File: config.mk
export PLATFORM = sky130hd
export DESIGN_NAME = mem_bist
export DESIGN_NICKNAME = d
export VERILOG_FILES = /design/src/rtl/mem_bist.sv
export SDC_FILE = /design/constraint.sdc
export NUM_CORES = 1
export LEC_CHECK = 0
export ABC_AREA = 0
export CORE_MARGIN = 2
export CORE_UTILIZATION = 50
export CTS_CLUSTER_DIAMETER = 100
export DETAILED_ROUTE_END_ITERATION = 6
export PLACE_DENSITY_LB_ADDON = 0.3
export SYNTH_ARGS = -nofsm -noshare
export SYNTH_HDL_FRONTEND = slang
export SYNTH_SLANG_ARGS = --single-unit
File: constraint.sdc
create_clock -name clk -period 3.1 [get_ports clk]
set_clock_uncertainty 0.15 [all_clocks]
set_input_delay 0.62 -clock clk [delete_from_list [all_inputs] [get_ports clk]]
set_output_delay 0.62 -clock clk [all_outputs]
set_load 0.02 [all_outputs]
File: src/rtl/mem_bist.sv
// Two-pass march BIST master (write/read seed^addr, then its inverse) driving a valid/ready memory port.
// Latency: one request per cycle when ready is high; done appears 4*DEPTH cycles after the start edge.
// Backpressure: holds the request stable while ready is low; aborts to DONE after TIMEOUT wait cycles.
module mem_bist #(
   parameter int DEPTH      = 64,
   parameter int ADDR_WIDTH = $clog2(DEPTH),
   parameter int WIDTH      = 16,
   parameter int TIMEOUT    = 32,
   parameter int ERR_W      = $clog2(2*DEPTH+1)
) (
   input  logic                  clk,
   input  logic                  rst,
   input  logic                  start,
   input  logic [WIDTH-1:0]      seed,
   output logic [ADDR_WIDTH-1:0] addr,
   output logic                  wr_rd,
   output logic [WIDTH-1:0]      wdata,
   output logic                  valid,
   input  logic [WIDTH-1:0]      rdata,
   input  logic                  ready,
   output logic                  busy,
   output logic                  done,
   output logic                  pass,
   output logic                  timeout,
   output logic [ERR_W-1:0]      err_count,
   output logic [ADDR_WIDTH-1:0] first_err_addr,
   output logic                  first_err_pass
);

   localparam logic [2:0] S_IDLE = 3'd0;
   localparam logic [2:0] S_WR0  = 3'd1;
   localparam logic [2:0] S_RD0  = 3'd2;
   localparam logic [2:0] S_WR1  = 3'd3;
   localparam logic [2:0] S_RD1  = 3'd4;
   localparam logic [2:0] S_DONE = 3'd5;

   localparam int TW = $clog2(TIMEOUT+1);
   localparam logic [ADDR_WIDTH-1:0] ADDR_LAST = ADDR_WIDTH'(DEPTH-1);
   localparam logic [ERR_W-1:0]      ERR_MAX   = '1;
   localparam logic [TW-1:0]         TMO_LAST  = TW'(TIMEOUT-1);

   logic [2:0]            state_q, state_d;
   logic [WIDTH-1:0]      seed_q, seed_d;
   logic [ADDR_WIDTH-1:0] addr_q, addr_d;
   logic                  wr_rd_q, wr_rd_d;
   logic [WIDTH-1:0]      wdata_q, wdata_d;
   logic                  valid_q, valid_d;
   logic                  busy_q, busy_d;
   logic                  done_q, done_d;
   logic                  pass_q, pass_d;
   logic                  timeout_q, timeout_d;
   logic [ERR_W-1:0]      err_q, err_d;
   logic [ADDR_WIDTH-1:0] fea_q, fea_d;
   logic                  fep_q, fep_d;
   logic [TW-1:0]         tmo_q, tmo_d;

   logic                  xfer;
   logic                  cur_inv;
   logic [ADDR_WIDTH-1:0] addr_inc;

   // Pass-0 pattern is seed ^ address; pass 1 uses its bitwise inverse.
   function automatic logic [WIDTH-1:0] pattern(input logic [WIDTH-1:0] s,
                                                input logic inv,
                                                input logic [ADDR_WIDTH-1:0] a);
      logic [WIDTH-1:0] p;
      p = s ^ WIDTH'(a);
      return inv ? ~p : p;
   endfunction

   assign xfer     = valid_q && ready;
   assign cur_inv  = (state_q == S_WR1) || (state_q == S_RD1);
   assign addr_inc = addr_q + 1'b1;

   // Next-state logic: start acceptance, march sequencing, read compare and ready timeout.
   always_comb begin
      state_d   = state_q;
      seed_d    = seed_q;
      addr_d    = addr_q;
      wr_rd_d   = wr_rd_q;
      wdata_d   = wdata_q;
      valid_d   = valid_q;
      busy_d    = busy_q;
      done_d    = done_q;
      pass_d    = pass_q;
      timeout_d = timeout_q;
      err_d     = err_q;
      fea_d     = fea_q;
      fep_d     = fep_q;
      tmo_d     = tmo_q;

      if (state_q == S_IDLE || state_q == S_DONE) begin
         if (start) begin
            state_d   = S_WR0;
            seed_d    = seed;
            addr_d    = '0;
            wr_rd_d   = 1'b1;
            wdata_d   = seed;
            valid_d   = 1'b1;
            busy_d    = 1'b1;
            done_d    = 1'b0;
            pass_d    = 1'b0;
            timeout_d = 1'b0;
            err_d     = '0;
            fea_d     = '0;
            fep_d     = 1'b0;
            tmo_d     = '0;
         end
      end else if (xfer) begin
         tmo_d = '0;
         if (!wr_rd_q && (rdata != pattern(seed_q, cur_inv, addr_q))) begin
            // Only the very first mismatch of a run records its location.
            if (err_q == '0) begin
               fea_d = addr_q;
               fep_d = cur_inv;
            end
            if (err_q != ERR_MAX) begin
               err_d = err_q + 1'b1;
            end
         end
         if (addr_q == ADDR_LAST) begin
            addr_d = '0;
            case (state_q)
               S_WR0: begin
                  state_d = S_RD0;
                  wr_rd_d = 1'b0;
                  wdata_d = pattern(seed_q, 1'b0, '0);
               end
               S_RD0: begin
                  state_d = S_WR1;
                  wr_rd_d = 1'b1;
                  wdata_d = pattern(seed_q, 1'b1, '0);
               end
               S_WR1: begin
                  state_d = S_RD1;
                  wr_rd_d = 1'b0;
                  wdata_d = pattern(seed_q, 1'b1, '0);
               end
               default: begin
                  state_d = S_DONE;
                  valid_d = 1'b0;
                  busy_d  = 1'b0;
                  done_d  = 1'b1;
                  pass_d  = (err_d == '0);
               end
            endcase
         end else begin
            addr_d  = addr_inc;
            wdata_d = pattern(seed_q, cur_inv, addr_inc);
         end
      end else if (valid_q) begin
         if (tmo_q == TMO_LAST) begin
            state_d   = S_DONE;
            valid_d   = 1'b0;
            busy_d    = 1'b0;
            done_d    = 1'b1;
            pass_d    = 1'b0;
            timeout_d = 1'b1;
            tmo_d     = '0;
         end else begin
            tmo_d = tmo_q + 1'b1;
         end
      end
   end

   // State and output registers; reset abandons any in-flight request immediately.
   always_ff @(posedge clk or negedge rst) begin
      if (!rst) begin
         state_q   <= S_IDLE;
         seed_q    <= '0;
         addr_q    <= '0;
         wr_rd_q   <= 1'b0;
         wdata_q   <= '0;
         valid_q   <= 1'b0;
         busy_q    <= 1'b0;
         done_q    <= 1'b0;
         pass_q    <= 1'b0;
         timeout_q <= 1'b0;
         err_q     <= '0;
         fea_q     <= '0;
         fep_q     <= 1'b0;
         tmo_q     <= '0;
      end else begin
         state_q   <= state_d;
         seed_q    <= seed_d;
         addr_q    <= addr_d;
         wr_rd_q   <= wr_rd_d;
         wdata_q   <= wdata_d;
         valid_q   <= valid_d;
         busy_q    <= busy_d;
         done_q    <= done_d;
         pass_q    <= pass_d;
         timeout_q <= timeout_d;
         err_q     <= err_d;
         fea_q     <= fea_d;
         fep_q     <= fep_d;
         tmo_q     <= tmo_d;
      end
   end

   assign addr           = addr_q;
   assign wr_rd          = wr_rd_q;
   assign wdata          = wdata_q;
   assign valid          = valid_q;
   assign busy           = busy_q;
   assign done           = done_q;
   assign pass           = pass_q;
   assign timeout        = timeout_q;
   assign err_count      = err_q;
   assign first_err_addr = fea_q;
   assign first_err_pass = fep_q;

endmodule

==> flow_summary.json, run 1 <==
{
  "worstPathRequired_ns": 3.22,
  "relSlewSlack": 0.567,
  "coreArea_um2": 7770,
  "syn_to_final_growth_pct": 28.8,
  "crit_chain": "clkdlybuf4s50_1 -> xnor2_1 -> xnor2_1 -> and3_1 -> a21oi_1 -> nor4_4 -> nor2_2 -> a41oi_4 -> buf_4 -> mux2i_1",
  "die_h_um": 93.8,
  "worst_pin_slew_ns": 0.650,
  "synthDistinctLibCells": 51,
  "overflow": 0,
  "max_freq_mhz": 360,
  "period_share": 0.897,
  "grt_pass1_vias": 3548,
  "cts_root_buf": "clkbuf_8",
  "wl_met3_um": 602,
  "cts_buffers": 9,
  "dp_cells": 648,
  "drive_gt1_frac": 0.0943,
  "fin_setup_tns_ns": 0,
  "layout_setup_ws_ns": 0.321,
  "gp_congestion": 0.889,
  "syn_area_um2": 4030,
  "cpMaxStageDelayCell": "nor4_4",
  "postCtsSetupBuffers": 0,
  "report.final.hold_viol_count": 0,
  "cp.arrival_ns": 2.90,
  "peakVddDrop_v": 0.000348,
  "power_w": 0.00170,
  "path_clk_slew_ns": 0.07,
  "synth_common_cells": "100 x nand2_1, 68 x dfrtp_1, 42 x o21ai_0, 38 x nor2_1, 30 x xnor2_1",
  "finalCriticalPeriod_ns": 2.78,
  "ys_top_cells_by_area": "dfrtp_1 42%, nand2_1 9.3%, xnor2_1 6.5%",
  "synth-edff-count": 0,
  "synth_top_area_frac": 0.422,
  "drt_drc_violations_left": 0,
  "grt_max_degree": 42,
  "cp_max_fo": 5,
  "ant_nets": 0,
  "path_class": "in2reg",
  "place_area_um2": 4990,
  "drv_slew": 0,
  "clockBufferDepth": 2,
  "slowest_delay_ns": 0.50,
  "syn_area_per_cell_um2": 8.48,
  "rsz0062_at_grt": "false",
  "first_iter_violations": 193,
  "crit_buf_inv": 2,
  "cts_hold_buf": 0,
  "crit_top_cell": "xnor2_1",
  "die_x_um": 93.8,
  "syn_nets": 515,
  "yosysMostFrequentCell": "nand2_1",
  "synth_top_cell_by_area": "dfrtp_1",
  "grt_pass1_wl_mm": 17.0,
  "final_nets": 597,
  "m1WireLength_mm": 4.51,
  "fin_cells": 664,
  "cap_violations": 0,
  "dr_wl_met2_mm": 4.95,
  "firstDrtPassIters": 4,
  "yosysWarnings": 0,
  "grtUsageTotal": 0.244,
  "ys_seq_area_frac": 0.422,
  "wirelength_mm": 10.2,
  "antenna_found_initial": 0,
  "cp-end-kind": "register",
  "powerDensity_nw_per_um2": 329,
  "dieArea_um2": 8790,
  "insertion_delay_ns": 0.35,
  "fill_cells": 630,
  "power_leakage_nw": 2.31,
  "regArea_um2": 1700,
  "dr.max_layer_used": "met4",
  "start_kind": "primary input",
  "dp_slack_ns": -0.0174,
  "fin_area_um2": 5190,
  "antenna_cells": 0,
  "yosys_most_used_dff": "dfrtp_1",
  "num_rows": 32,
  "io_pins": 79,
  "cts-resized-gates": 0,
  "start_util": 0.519,
  "async_reset_ff_frac": 1.00,
  "setup_viol": 0,
  "yosys_register_bits": 68,
  "dp_hpwl_mm": 7.37,
  "h-tree-depth": 3,
  "io_buffers": 78,
  "wl_per_cell_um": 15.4,
  "cts_sinks": 68,
  "cts_tree": "built",
  "vias": 3692,
  "status": "finished clean",
  "multiInputGateArea_um2": 2170,
  "vias_per_cell": 5.56,
  "path_delay_family": "simple AND/OR/NAND/NOR gates",
  "syn_inst": 475,
  "hold_class": "in2async"
}
## final timing paths
| kind | cells past startpoint | endpoint | start | slack [ns] |
|---|---|---|---|---|
| max in group asynchronous | 2 | wdata[15] | rst | 2.00 |
| min in group clk | 2 | wdata[13] | wdata[13] | 0.33 |
| worst min-delay path | 1 | err_count[7] | rst | 0.14 |
| worst min register to register | 2 | wdata[13] | wdata[13] | 0.33 |
| worst max register to register | 10 | first_err_addr[1] | state_q[1] | 0.42 |
| worst max-delay path | 10 | first_err_addr[1] | rdata[3] | 0.32 |
## worst register-to-register path, cell delays in order, from the launching register on
cell and delay, ns:
dfrtp_1 0.38, buf_4 0.19, nand3b_1 0.13, o21ai_2 0.15, nor4_1 0.30, a21oi_1 0.10, nor4_4 0.50, nor2_2 0.10
a41oi_4 0.21, buf_4 0.19, mux2i_1 0.21
## sequential cells by signal, indices dropped and copies added, names as in the netlist
signal,cells
state_q,3
busy,1
pass,1
seed_q,16
done,1
wr_rd,1
addr,6
wdata,16
first_err_addr,6
valid,1
tmo_q,6
timeout,1
first_err_pass,1
err_count,8
## placed cells by master, fill, tap and decap left out, types with 3 or more instances in the layout
master	Yosys	routed
and3_1	13	13
clkdlybuf4s50_1	0	77
nand3_1	10	10
a31oi_1	8	8
a21o_1	3	3
and2_1	3	3
dfrtp_1	68	68
xnor2_1	30	30
o21ai_0	42	41
a21oi_1	26	26
clkbuf_8	0	9
nor4_1	5	5
xor2_1	17	17
nand4_1	5	5
nand3b_1	3	3
nand2_1	100	100
inv_1	12	12
nor2_1	38	37
ha_1	4	4
buf_4	0	21
nor3_1	8	8
o31ai_1	6	6
mux2i_1	11	11
## per-layer routing
metal,vias to the layer above,track usage
met1,1774,0.330
li1,1798,-
met3,14,0.0546
met2,106,0.390
met4,0,0.0785
met5,-,0
## report_power, final
part / switching, W / internal, W / leakage, nW / total, W
Sequential: 0 / 0.000886 / 0.909 / 0.000886
Combinational: 0.0000410 / 0.0000527 / 1.30 / 0.0000936
Clock: 0.000353 / 0.000371 / 0.0962 / 0.000725
Total: 0.000394 / 0.00131 / 2.31 / 0.00170
## area by class of cell
| cell class | count | area share |
|---|---|---|
| Multi-Input combinational cell | 366 | 0.418 |
| Sequential cell | 68 | 0.328 |
| Timing Repair Buffer | 100 | 0.184 |
| Clock buffer | 10 | 0.0246 |
| Tap cell | 102 | 0.0246 |
| Clock inverter | 6 | 0.0125 |
| Inverter | 12 | 0.00869 |
## cell families after synthesis
family | after synthesis | share of synthesized area
simple gates | 196 | 0.222
compound gates | 104 | 0.158
flops | 68 | 0.422
xor+xnor | 47 | 0.102
buf+inv | 41 | 0.0413
mux | 15 | 0.0422
fa+ha+maj | 4 | 0.0124
## per-stage QoR
stage | util | hold WS, ns
after global routing | 0.668 | 0.180
after floorplan | - | 0.174
after detailed placement | 0.643 | 0.317
final | 0.668 | 0.142
after CTS | 0.668 | 0.152
after global placement | 0.643 | 0.317
Note: power is estimated with default switching activity, not from simulation.
==> inputs of run 2 (changes only) <==
Settings changed: CORE_MARGIN 2 to 3, GPL_ROUTABILITY_DRIVEN from default to 0.
==> run 2 against run 1 <==
  * Non-clock buffer count is 2 higher
  * Sequential power hardly changed
  * Critical path depth stayed put
  * First-iteration DRC count is 36% higher
  * Maximum frequency is 0.12% lower
  * Largest cell class unchanged
==> flow_summary.json, run 2 (same netlist as run 1, synthesis figures left out) <==
{
  "status": "finished clean",
  "grt_max_degree": 69,
  "cts-resized-gates": 0,
  "cp_max_fo": 5,
  "syn_to_final_growth_pct": 29.4,
  "dieArea_um2": 9170,
  "power_w": 0.00173,
  "fin_setup_tns_ns": 0,
  "antenna_cells": 0,
  "layout_commonest_cell": "nand2_1",
  "grt_pass1_vias": 3537,
  "grtUsageTotal": 0.236,
  "start_util": 0.519,
  "max_freq_mhz": 359,
  "wl_per_cell_um": 15.4,
  "clockBufferDepth": 2,
  "die_x_um": 95.8,
  "worst_pin_slew_ns": 0.546,
  "die_h_um": 95.8,
  "seqPwrFrac": 0.514,
  "start_kind": "primary input",
  "overflow": 0,
  "slowest_delay_ns": 0.44,
  "relSlewSlack": 0.633,
  "coreArea_um2": 7770,
  "combPwrFrac": 0.054,
  "final_cell_mix": "100 x nand2_1, 77 x clkdlybuf4s50_1, 68 x dfrtp_1, 41 x o21ai_0, 37 x nor2_1",
  "vias": 3677,
  "insertion_delay_ns": 0.34,
  "cts_sinks": 68,
  "hold_class": "in2async",
  "path_class": "in2reg",
  "cp.arrival_ns": 2.90,
  "grt_util_met2": 0.372,
  "drv_slew": 0,
  "power_leakage_nw": 2.32,
  "setup_viol": 0,
  "pwr-share-clk": 0.432,
  "crit_buf_inv": 3,
  "layout_setup_ws_ns": 0.317,
  "drive_gt1_frac": 0.0943,
  "grt_most_used_layer": "met2",
  "ant_nets": 0,
  "hold_slack_ns": 0.136,
  "met3_usage": 0.0493,
  "p_int_w": 0.00135,
  "cts_hold_buf": 0,
  "report.final.hold_viol_count": 0,
  "peakVddDrop_v": 0.000192,
  "num_rows": 32,
  "h-tree-depth": 3,
  "cpMaxStageDelayCell": "clkdlybuf4s50_1",
  "path_delay_family": "buffers and inverters",
  "cts_tree": "built",
  "grt_use_met1": 0.315,
  "power_switching_w": 0.000379,
  "crit_chain": "clkdlybuf4s50_1 -> xnor2_1 -> nor4_1 -> a31oi_1 -> buf_4 -> nor4_4 -> nor2_2 -> a41oi_4 -> buf_4 -> mux2i_1",
  "powerDensity_nw_per_um2": 331,
  "first_iter_violations": 262,
  "firstDrtPassIters": 4,
  "cap_violations": 0,
  "cts_buffers": 9,
  "antenna_found_initial": 0,
  "fill_cells": 645,
  "dp_hpwl_mm": 7.35,
  "crit_top_cell": "buf_4",
  "worstPathRequired_ns": 3.21,
  "grt_pass1_wl_mm": 16.8,
  "drt_drc_violations_left": 0,
  "wirelength_mm": 10.2,
  "io_pins": 79,
  "finalCriticalPeriod_ns": 2.78,
  "period_share": 0.898,
  "rsz0062_at_grt": "false",
  "cp-end-kind": "register",
  "p_sw_frac": 0.220,
  "postCtsSetupBuffers": 0,
  "cts_root_buf": "clkbuf_8",
  "dp_slack_ns": -0.0417,
  "final_nets": 599,
  "path_clk_slew_ns": 0.07,
  "vias_per_cell": 5.54,
  "io_buffers": 78
}
run 2: cell count changes in the layout (fill, tap and decap cells not counted):
| cell | delta |
|---|---|
| clkbuf_8 | +2 |
| clkinv_4 | -2 |
| buf_12 | +1 |
| buf_4 | +1 |
| clkinv_2 | -1 |
| clkinvlp_4 | -1 |
run 2: power groups by stage:
stage	logic (W)	registers [W]	clock network (W)
6_report	0.0000937	0.000887	0.000745
3_3_place_gp	0.0000943	0.000904	0
3_5_place_dp	0.0000950	0.000904	0
2_1_floorplan	0.0000205	0.000904	0
5_1_grt	0.000103	0.000886	0.000787
4_1_cts	0.0000954	0.000887	0.000752
run 2: final cells by class:
class	instances	area, um^2	share of cell area
multi-input combinational	366	2170	0.416
tap	102	128	0.0245
clock inverter	2	35.0	0.00672
inverter	12	45.0	0.00864
sequential	68	1700	0.327
clock buffer	12	155	0.0298
timing repair buffer	102	981	0.188
run 2: worst paths after layout:
check / startpoint / slack [ns] / end / depth (start not counted)
max in group asynchronous: rst / 2.36 / seed_q[4] / 2
setup / recovery: rdata[10] / 0.32 / first_err_addr[5] / 10
hold / removal: rst / 0.14 / err_count[6] / 2
min in group clk: wdata[14] / 0.34 / wdata[14] / 2
hold reg to reg: wdata[14] / 0.34 / wdata[14] / 2
setup reg to reg: state_q[0] / 0.41 / first_err_addr[5] / 9
run 2: worst reg2reg max path: cells and delay by family (launching register included):
| family | cells | cell delay [ns] |
|---|---|---|
| AND/OR/NAND/NOR | 4 | 0.97 |
| flip-flops | 1 | 0.58 |
| AO/OA/AOI/OAI | 3 | 0.51 |
| buffers and inverters | 1 | 0.20 |
| multiplexers | 1 | 0.20 |
run 2: routing by layer:
metal | vias to the layer above | share of wire
li1 | 1802 | -
met1 | 1752 | 0.45
met2 | 105 | 0.47
met3 | 18 | 0.057
met4 | 0 | 0.018
met5 | - | 0
run 2: metrics by stage:
stage / std cells / instance area (um^2) / util
2_1_floorplan: 475 / 4030 / -
3_3_place_gp: 650 / 5020 / 0.646
3_5_place_dp: 650 / 5020 / 0.646
4_1_cts: 664 / 5210 / 0.671
5_1_grt: 664 / 5210 / 0.671
6_report: 664 / 5210 / 0.671
